==> src/rtl/sar_decision_ctrl.sv <==
// SAR decision controller for a dynamic-comparator front-end.
// Sequences sample, precharge and evaluate phases and assembles the result word.
module sar_decision_ctrl #(
    parameter int NBIT       = 8,
    parameter int SAMPLE_CYC = 2
) (
    input  logic            CK,
    input  logic            RN,
    input  logic            START,
    input  logic            CMP_OUT,
    output logic            CMP_CK,
    output logic            SAMPLE,
    output logic [NBIT-1:0] DAC,
    output logic [NBIT-1:0] DOUT,
    output logic            BUSY,
    output logic            DONE
);

    localparam int IW = (NBIT > 1) ? $clog2(NBIT) : 1;
    localparam logic [IW-1:0] IDX_TOP = IW'(NBIT - 1);
    localparam logic [3:0] CNT_LAST = 4'(SAMPLE_CYC - 1);

    typedef enum logic [2:0] {
        IDLE,
        SMPL,
        PRE,
        EVAL,
        FIN
    } state_t;

    state_t          state;
    logic [NBIT-1:0] result;
    logic [IW-1:0]   idx;
    logic [3:0]      cnt;
    logic [NBIT-1:0] decided;

    function automatic logic [NBIT-1:0] bit_at(input logic [IW-1:0] i);
        logic [NBIT-1:0] v;
        v    = '0;
        v[i] = 1'b1;
        return v;
    endfunction

    // Result with the bit under test resolved by the latched comparator decision
    always_comb begin
        decided = result;
        if (CMP_OUT) decided = result | bit_at(idx);
    end

    // Conversion sequencer; every output is a register updated here
    always_ff @(posedge CK or negedge RN) begin
        if (!RN) begin
            state  <= IDLE;
            CMP_CK <= 1'b0;
            SAMPLE <= 1'b0;
            BUSY   <= 1'b0;
            DONE   <= 1'b0;
            DAC    <= '0;
            DOUT   <= '0;
            result <= '0;
            idx    <= IDX_TOP;
            cnt    <= '0;
        end else begin
            unique case (state)
                IDLE: begin
                    CMP_CK <= 1'b0;
                    DONE   <= 1'b0;
                    BUSY   <= 1'b0;
                    if (START) begin
                        state  <= SMPL;
                        SAMPLE <= 1'b1;
                        BUSY   <= 1'b1;
                        result <= '0;
                        idx    <= IDX_TOP;
                        cnt    <= '0;
                    end
                end
                SMPL: begin
                    if (cnt == CNT_LAST) begin
                        state  <= PRE;
                        SAMPLE <= 1'b0;
                        DAC    <= result | bit_at(idx);
                    end else begin
                        cnt <= cnt + 4'd1;
                    end
                end
                PRE: begin
                    state  <= EVAL;
                    CMP_CK <= 1'b1;
                end
                EVAL: begin
                    CMP_CK <= 1'b0;
                    result <= decided;
                    if (idx != '0) begin
                        idx   <= idx - 1'b1;
                        DAC   <= decided | bit_at(idx - 1'b1);
                        state <= PRE;
                    end else begin
                        DOUT  <= decided;
                        DAC   <= decided;
                        DONE  <= 1'b1;
                        state <= FIN;
                    end
                end
                FIN: begin
                    state <= IDLE;
                    DONE  <= 1'b0;
                    BUSY  <= 1'b0;
                end
                default: state <= IDLE;
            endcase
        end
    end

endmodule

==> config.mk <==
export PLATFORM = sky130hd
export DESIGN_NAME = sar_decision_ctrl
export DESIGN_NICKNAME = d
export VERILOG_FILES = /design/src/rtl/sar_decision_ctrl.sv
export SDC_FILE = /design/constraint.sdc
export NUM_CORES = 1
export LEC_CHECK = 0
export CORE_MARGIN = 4
export CORE_UTILIZATION = 50
export DETAILED_ROUTE_END_ITERATION = 8
export PLACE_DENSITY = 0.78
export SLEW_MARGIN = 40
export SYNTH_ARGS = -nofsm -noshare
export SYNTH_HDL_FRONTEND = slang
export SYNTH_SLANG_ARGS = --single-unit
==> constraint.sdc <==
create_clock -name CK -period 2.05 [get_ports CK]
set_clock_uncertainty 0.05 [all_clocks]
set_input_delay 0.3075 -clock CK [delete_from_list [all_inputs] [get_ports CK]]
set_output_delay 0.3075 -clock CK [all_outputs]
set_load 0.01 [all_outputs]
; ---- Word level (Yosys, flattened, before mapping)
; Index checks and enable logic that the tools add are counted.
; Widths: inputs -> output; s select.
[totals]
regBits = 38
output_inout_bits = 20
wordCells = 77
[classes]
addsub = 2
order_cmp = 4
n_eq_ne = 10
n_mux = 28
bitwise_logic = 3
reduce_logical = 20
[ops]
columns = operator, count
row1 = $mux 8, 4
row2 = $pmux 8 s2, 2
row3 = $or 8x8->8, 2
row4 = $mux 3, 5
row5 = $pmux 3 s4, 1
row6 = $reduce_bool 2->1, 6
row7 = $ne 2x2->1 const B, 5
row8 = $reduce_and 2->1, 5
row9 = $reduce_and 3->1, 3
row10 = $lt 3x4->1 const B, 2
row11 = $mux 4, 2
row12 = $pmux 1 s2, 4
row13 = $pmux 4 s2, 1
row14 = $demux 1 s3, 2
row15 = $eq 3x2->1 const B, 2
row16 = $ge 3x1->1 const B, 2
row17 = $mux 1, 6
row18 = $pmux 3 s2, 1
row19 = $add 4x1->4 const B, 1
row20 = $eq 4x1->1 const B, 1
row21 = $reduce_or 2->1, 2
row22 = $eq 3x1->1 const B, 1
row23 = $eq 3x3->1 const B, 1
row24 = $logic_not 3->1, 1
row25 = 4 further kinds, 5

; ---- Depth between registers and ports, before layout
[logic_depth]
depth_word = 9
mapped_depth = 8
ltp_nobuf = 7

; ---- Worst setup path after synthesis
; No wires, ideal clock.
[synth_timing]
kind = register to register
startpoint = register idx[0]
endpoint = register DAC[7]
t_arrival_ps = 1598
setup_slack_ps = 276
stages_incl_launch_ff = 7
period_less_slack_ps = 1774
cell_sequence = dfstp_2 buf_2 inv_1 ha_1 xnor2_1 nor2_1 a221o_1
[synth_between]
elab_chain_len = 9
word_cells_on_any_way = 18
[synth_lines]
columns = item, line_no
row1 = from (decl), 33  ; logic [IW-1:0] idx;
row2 = from (signal assigned), 95  ; idx <= idx - 1'b1;
row3 = "parallel branches: the longest is 8 deep, another holds $lt 3x4->1", -
row4 = $pmux 8 s2 *, 64  ; unique case (state)
row5 = to (signal assigned), 82  ; DAC <= result | bit_at(idx);
row6 = to (signal assigned), 96  ; DAC <= decided | bit_at(idx - 1'b1);
row7 = to (signal assigned), 100  ; DAC <= decided;
row8 = to (decl), 13  ; output logic [NBIT-1:0] DAC,
; Mark *: on every way between the ends. The select of a mux whose other input is x is not followed.
; A chain may end at the register's enable or synchronous reset.

; ---- Final worst setup path
[layout_timing]
startpoint = register idx[0]
endpoint = register DAC[4]
; Same word-level chain as after synthesis.

==> results.cfg <==
[sta]
worst_slew_pin_slew_ps = 490.2
drv_slew = 0
hold_viol = 0
layout_worst_path_cycle_share = 0.9261
setup_violations = 0
rsz0062_at_grt = false
fin_setup_tns_ps = 0
relSlewSlack = 0.6732
finalCriticalPeriod_ps = 1899
fmax_mhz = 526.7

[status]
status = finished clean

[global_routing]
antenna_found_initial = 0
grt_use_total = 0.1831
grt_max_degree = 39
grt_pass1_wl_um = 6996
grt_overflow = 0
grt_pass1_vias = 1478

[critical_path]
crit_chain = inv_1 > ha_1 > nor2b_2 > nor3_2 > nand3_1 > o211ai_1
end_kind = register
cp_max_fo = 11
max_stage_delay_ps = 650
cp_slowest_cell = dfstp_2
crit_arrival_ps = 2060
required_ps = 2210
crit_type = reg -> reg
start_kind = register

[place]
port_buffers = 23
placed_cells = 254
gp_congestion = 0.8640
dp_hpwl_um = 2985

[clock_tree]
clock_path_buffers = 2
cts_resized = 0
htree_num_levels = 2
cts_root_buffer = clkbuf_8
cts-buffers-inserted = 5
holdBufCountCts = 0
cts_tree = built
cts_setup_buffers = 0
insertion_delay_ps = 300
path_clk_slew_ps = 80
cts.sinks = 38

[die]
die_x_um = 69.53
core_area_um2 = 3661
fp-row-count = 22
io_pins = 24
start_util = 0.5171
die-area_um2 = 4834
die_y_um = 69.53

[yosys]
yosys-top-cells-count = dfrtp_1 (35), nand2_1 (33), a22o_1 (11)
synth_most_common_cell = dfrtp_1
syn_inst = 187
netlist_top_cells_area = dfrtp_1 (46%), nand2_1 (6.5%), a22o_1 (5.1%), dfstp_2 (4.2%), ha_1 (2.6%)
yosysUniqueCellTypes = 46
postSynthAreaPerCell_um2 = 10.12
synth_top_area_share = 0.4627
synth-seq-area-share = 0.5043
synthArstFlopShare = 1.000
synth_flop_cell = dfrtp_1
synth_nets = 195
yosys_warnings = 0
synth_seq_cells = 38
synth_area_leader_cell = dfrtp_1
synth_edf_count = 0
netlist_area_um2 = 1893

[routing]
drtIter0Drc = 111
num_vias = 1510
wl_um = 4165
vias_per_cell = 5.763
drtPass1Iterations = 4
drc = 0
final_antenna_net_count = 0
wl_per_cell_um = 15.90

[cells_and_area]
num-fill-cells = 308
area_growth_pct = 20.29
regArea_um2 = 954.7
stdcell_count = 262
multi_input_area_um2 = 868.3
drive_above_1_share = 0.1355
num_antenna_cells = 0
nets = 221

[hold_path]
min_path_type = in -> async

[pwr]
leakage_nw = 1.004
peakVddDrop_uv = 823.5
power_density_nw_per_um2 = 1613

[flow_run]
cap_violations = 0
==> critical path, delay by kind of cell, from the launching register on <==
kind                     cells  cell delay, ps
AO/OA/AOI/OAI                1             100
AND/OR/NAND/NOR              3             650
adder cells (fa/ha/maj)      1             240
flip-flops                   1             650
buffers and inverters        1             130
==> cell usage in the layout, fill, tap and decap left out, types with 2 or more instances in the layout <==
cell type	instances
inv_1	3
buf_4	5
o211ai_1	5
nor2b_1	5
clkdlybuf4s50_1	22
nand3_1	5
a21oi_1	8
nand2_1	33
and2_1	2
a221o_1	2
clkbuf_8	6
o21ai_1	8
nor2_1	10
ha_1	4
dfrtp_1	35
a32o_1	2
nand2b_1	5
a22o_1	11
o21ai_0	6
dfstp_2	3
a31oi_1	6
nor3_2	2
==> kinds of logic (layout without fill, tap and decap cells) <==
group	after synthesis	in the layout	share of synthesized area
adder cells (fa/ha/maj)	4	4	0.02644
AO/OA/AOI/OAI	57	57	0.2148
buffers and inverters	13	40	0.03700
flip-flops	38	38	0.5043
AND/OR/NAND/NOR	73	73	0.2082
XOR/XNOR	2	2	0.009255
==> layer usage <==
metal  global-route usage  vias up  share of wire
met2               0.2797       59           0.45
li1                     -      721              -
met4              0.09111        0          0.028
met1               0.2439      721           0.46
met5                    0        -              0
met3              0.04203        9          0.058
==> cell type report <==
class / count / area share
Clock inverter: 1 / 0.01319
Multi-Input combinational cell: 136 / 0.3813
Tap cell: 48 / 0.02637
Inverter: 4 / 0.006593
Clock buffer: 7 / 0.03791
Timing Repair Buffer: 28 / 0.1154
Sequential cell: 38 / 0.4192
==> worst paths after layout <==
kind                       startpoint      end  slack (ps)  depth (start not counted)
max                            idx[0]   DAC[4]         150                          6
min                                RN   DAC[5]           6                          2
min in group CK               DOUT[7]  DOUT[7]         440                          2
max in group asynchronous          RN   idx[1]        1570                          2
max reg2reg                    idx[0]   DAC[4]         150                          6
min reg2reg                   DOUT[7]  DOUT[7]         440                          2
==> flip-flops by register name, indices dropped and copies added, names as in the netlist, 3 cells and up <==
signal,flops
DAC,8
DOUT,8
cnt,4
idx,3
result,8
state,3
==> power by group <==
| group | switching, mW | internal [mW] | total, mW | leakage (nW) |
|---|---|---|---|---|
| clock network | 0.259 | 0.397 | 0.656 | 0.0585 |
| logic | 0.812 | 0.793 | 1.60 | 0.479 |
| registers | 0.349 | 1.06 | 1.41 | 0.466 |
==> through the flow <==
stage / area (µm²) / setup slack [ps] / hold slack (ps) / power, mW / util
2_1_floorplan: 1893 / 275.7 / -38.09 / 2.432 / -
3_3_place_gp: 2161 / 237.8 / 326.2 / 2.922 / 0.5902
3_5_place_dp: 2161 / 168.7 / 336.6 / 3.012 / 0.5902
4_1_cts: 2277 / 158.5 / 18.44 / 3.681 / 0.6220
5_1_grt: 2277 / 27.46 / 50.52 / 3.914 / 0.6220
6_report: 2277 / 151.5 / 5.756 / 3.673 / 0.6220
Note: power is estimated with default switching activity, not from simulation.
==> patch 1: new RTL, config.mk and constraints unchanged <==
Register the output `DOUT` once more, without a reset; this adds one clock of latency there. The other outputs are not delayed to match.
--- a/src/rtl/sar_decision_ctrl.sv
+++ b/src/rtl/sar_decision_ctrl.sv
@@ -28,6 +28,8 @@
         FIN
     } state_t;
 
+    logic [NBIT-1:0] DOUT_s0;
+
     state_t          state;
     logic [NBIT-1:0] result;
     logic [IW-1:0]   idx;
@@ -56,7 +58,7 @@
             BUSY   <= 1'b0;
             DONE   <= 1'b0;
             DAC    <= '0;
-            DOUT   <= '0;
+            DOUT_s0 <= '0;
             result <= '0;
             idx    <= IDX_TOP;
             cnt    <= '0;
@@ -96,7 +98,7 @@
                         DAC   <= decided | bit_at(idx - 1'b1);
                         state <= PRE;
                     end else begin
-                        DOUT  <= decided;
+                        DOUT_s0 <= decided;
                         DAC   <= decided;
                         DONE  <= 1'b1;
                         state <= FIN;
@@ -112,5 +114,9 @@
         end
     end
 
+    always_ff @(posedge CK) begin
+        DOUT <= DOUT_s0;
+    end
+
 endmodule
 
Formal check against the unedited RTL: same outputs for any inputs over 10 cycles, from zero or initial values; that may be too few to reach the edited logic, so the function may still have changed.
==> patch 1 against the original RTL <==
  * Total power up 0.30%
  * Largest power group is now registers
  * Sequential cell count rose by 8
  * Global-route usage decreased by 1.0 points
  * Maximum frequency increased by 0.57%
  * Die area is 5.8% higher
  * Combinational power decreased by 4%
  * Largest cell class unchanged
  * Final area is 6.6% higher
  * Clock power fell by 16%
  * First-iteration DRC count decreased by 6.3%
  * Area after synthesis rose by 6.5%
  * Routed wire length shrank 4.6%
  * Setup slack improved by 0.011 ns
==> patch 1: results <==
group,metric,value,unit
run_status,status,"completed",
final_layout,nets,238,
power_and_ir_drop,p_comb_frac,0.419,
synth,seq_area_frac_synth,0.553,
synth,synth_cell_types,43,
power_and_ir_drop,power.share.sequential,0.432,
route,drt_iter0_drc,104,
synth,synth-compound-area-share,0.178,
sta,max_freq,530,MHz
synth,yosysTopAreaCellShare,0.434,
power_and_ir_drop,vdd_drop_max,0.759,mV
grt,grt_util_met2,0.239,
route,routed_via_density,5.37,
placed_design,globalplace.congestion,0.915,
grt,grt_pass1_wl,6970,µm
route,m1WireLength,2000,µm
power_and_ir_drop,leakage,1.08,nW
placed_design,dpl-instance-area,0.00232,mm²
sta,worst_pin_slew,0.568,ns
synth,synthAdderAreaFrac,0.0248,
grt,grt_max_degree,19,
critical_path,path_max_fanout,16,
grt,grt.met1_usage,0.264,
critical_path,timing.critical_path.to,"DAC[7]",
grt,grt_util_met3,0.0407,
final_layout,fill_cells,322,
synth,ys_top_cells_by_count,"35 x dfrtp_1, 22 x nor2_1, 21 x a21oi_1",
synth,synthXorXnorAreaFrac,0.00868,
route,drt_wl_total,3970,µm
hold_path,holdCritPathClass,"reg -> reg",
critical_path,reg2reg_from,"cnt[1]",
synth,mappedNetlistNets,206,
## patch 1: worst max-delay path, stage by stage (launching register included)
cell and delay (ns):
dfrtp_1 0.41, inv_1 0.07, ha_1 0.18, nor3b_2 0.19, o21ai_2 0.47, nor2_1 0.11, a221o_1 0.28
## patch 1: per-stage QoR
step | worst slack [ns] | power [mW] | std cells | util | hold slack [ns]
2_1_floorplan | 0.169 | 2.56 | 198 | - | -0.0381
3_3_place_gp | 0.172 | 3.09 | 269 | 0.615 | 0.219
3_5_place_dp | 0.141 | 3.14 | 269 | 0.615 | 0.226
4_1_cts | 0.125 | 3.70 | 278 | 0.642 | 0.324
5_1_grt | 0.0382 | 3.98 | 279 | 0.644 | 0.330
6_report | 0.162 | 3.68 | 279 | 0.644 | 0.320
## patch 1: area by class of cell
class                           count  share of cell area
Multi-Input combinational cell    137               0.338
Timing Repair Buffer               36               0.134
Clock buffer                        7              0.0356
Clock inverter                      1             0.00206
Tap cell                           48              0.0247
Inverter                            4             0.00619
Sequential cell                    46               0.459
==> patch 2: new RTL, same flow settings <==
Without the edit above. `NBIT`: 8 -> 4.
--- a/src/rtl/sar_decision_ctrl.sv
+++ b/src/rtl/sar_decision_ctrl.sv
@@ -1,7 +1,7 @@
 // SAR decision controller for a dynamic-comparator front-end.
 // Sequences sample, precharge and evaluate phases and assembles the result word.
 module sar_decision_ctrl #(
-    parameter int NBIT       = 8,
+    parameter int NBIT       = 4,
     parameter int SAMPLE_CYC = 2
 ) (
     input  logic            CK,
Ports: changed (resized DAC and DOUT); port bits go from 24 to 16. No check against the original RTL was run, so the function may have changed too.
==> patch 2 against the original RTL <==
  * Sequential cell count down 13
  * Final area down 35%
  * Total power down 41%
  * First-iteration DRC count down 84%
  * Area after synthesis down 33%
  * Global-route usage about the same
  * Cell count down 31%
  * Setup slack worse by 0.032 ns
  * Combinational power down 35%
  * Routed wire length down 35%
  * Synthesized cell count down 27%
  * Critical endpoint is now idx[1]
==> patch 2: results <==
group,metric,value,unit
critical_path,cp.arrival,2.15,ns
placed_design,globalplace.congestion,0.828,
synth,ys_top_cells_by_count,"23 x dfrtp_1, 18 x nand2_1, 15 x nor2_1",
placed_design,hpwl,1980,µm
placed_design,dpl-instance-area,0.00144,mm²
synth,async_flop_share,1.00,
cts,htree_num_levels,1,
route,drt_wl_total,2690,µm
cts,clk_pin_slew_worst_paths,0.14,ns
route,drt_iter0_drc,18,
sta,hold_slack,0.271,ns
run_status,status,"completed",
synth,seq_area_frac_synth,0.495,
grt,grt_pass1_vias,1012,
critical_path,reg2reg_slack,0.12,ns
grt,grt_pass1_wl,4780,µm
route,met3_length,87,µm
grt,grt_util_met2,0.311,
route,routed_via_density,5.73,
synth,synth_cell_types,30,
critical_path,critPathMaxStageDelay,0.61,ns
sta,slew_headroom,0.668,
synth,mappedNetlistNets,147,
cts,root_buffer,"clkbuf_4",
synth,synth.area.top_cells,"dfrtp_1 45%, ha_1 5.9%, o21ai_0 5.5%",
route,wl_met2,1380,µm
grt,grt_usage,0.184,
grt,grt.met1_usage,0.238,
final_layout,drive_above_1_share,0.0855,
cts,cts_made_buffers,3,
placed_design,io_buffers,15,
grt,grt_util_met3,0.0241,
final_layout,nets,163,
power_and_ir_drop,leakage,0.670,nW
[patch 2: changes by cell type in the layout (fill, tap and decap cells not counted), sizes merged, moves of 5 or more]
cell,delta
nand2,-16
dfrtp,-12
a22o,-7
clkdlybuf4s50,-7
nor2b,-5
o211ai,-5
[patch 2: layout make-up]
class / instances / area [µm²]
Inverter: 6 / 22.5
Clock buffer: 3 / 22.5
Clock inverter: 1 / 7.51
Sequential cell: 25 / 628
Timing Repair Buffer: 18 / 173
Multi-Input combinational cell: 99 / 586
Tap cell: 28 / 35.0
Fill cell: 211 / 845
[patch 2: path summary, 6_finish.rpt]
kind | cells after the start | start | end
max | 5 | idx[1] | idx[1]
min | 2 | RN | cnt[3]
max reg2reg | 5 | idx[1] | idx[1]
min reg2reg | 2 | DOUT[0] | DOUT[0]
max in group asynchronous | 2 | RN | idx[0]
min in group CK | 2 | DOUT[0] | DOUT[0]
[patch 2: through the flow]
| step | std cells | worst slack (ns) | utilization |
|---|---|---|---|
| after floorplan | 137 | 0.368 | - |
| after global placement | 176 | 0.244 | 0.623 |
| after detailed placement | 176 | 0.177 | 0.623 |
| after CTS | 180 | 0.130 | 0.636 |
| after global routing | 180 | 0.00867 | 0.636 |
| final | 180 | 0.119 | 0.636 |
[patch 2: power by group]
part           total, mW  leakage (nW)  switching [mW]  internal, mW
Combinational       1.04         0.363           0.546         0.499
Sequential         0.885         0.293           0.183         0.701
Clock              0.225        0.0139           0.150        0.0746
[patch 2: logic make-up (layout without fill, tap and decap cells)]
logic type / after synthesis / count (layout) / share of synthesized area
mux: 2 / 2 / 0.0178
buf+inv: 13 / 28 / 0.0434
flops: 25 / 25 / 0.495
simple gates: 46 / 46 / 0.168
fa+ha+maj: 6 / 6 / 0.0592
compound gates: 45 / 45 / 0.217
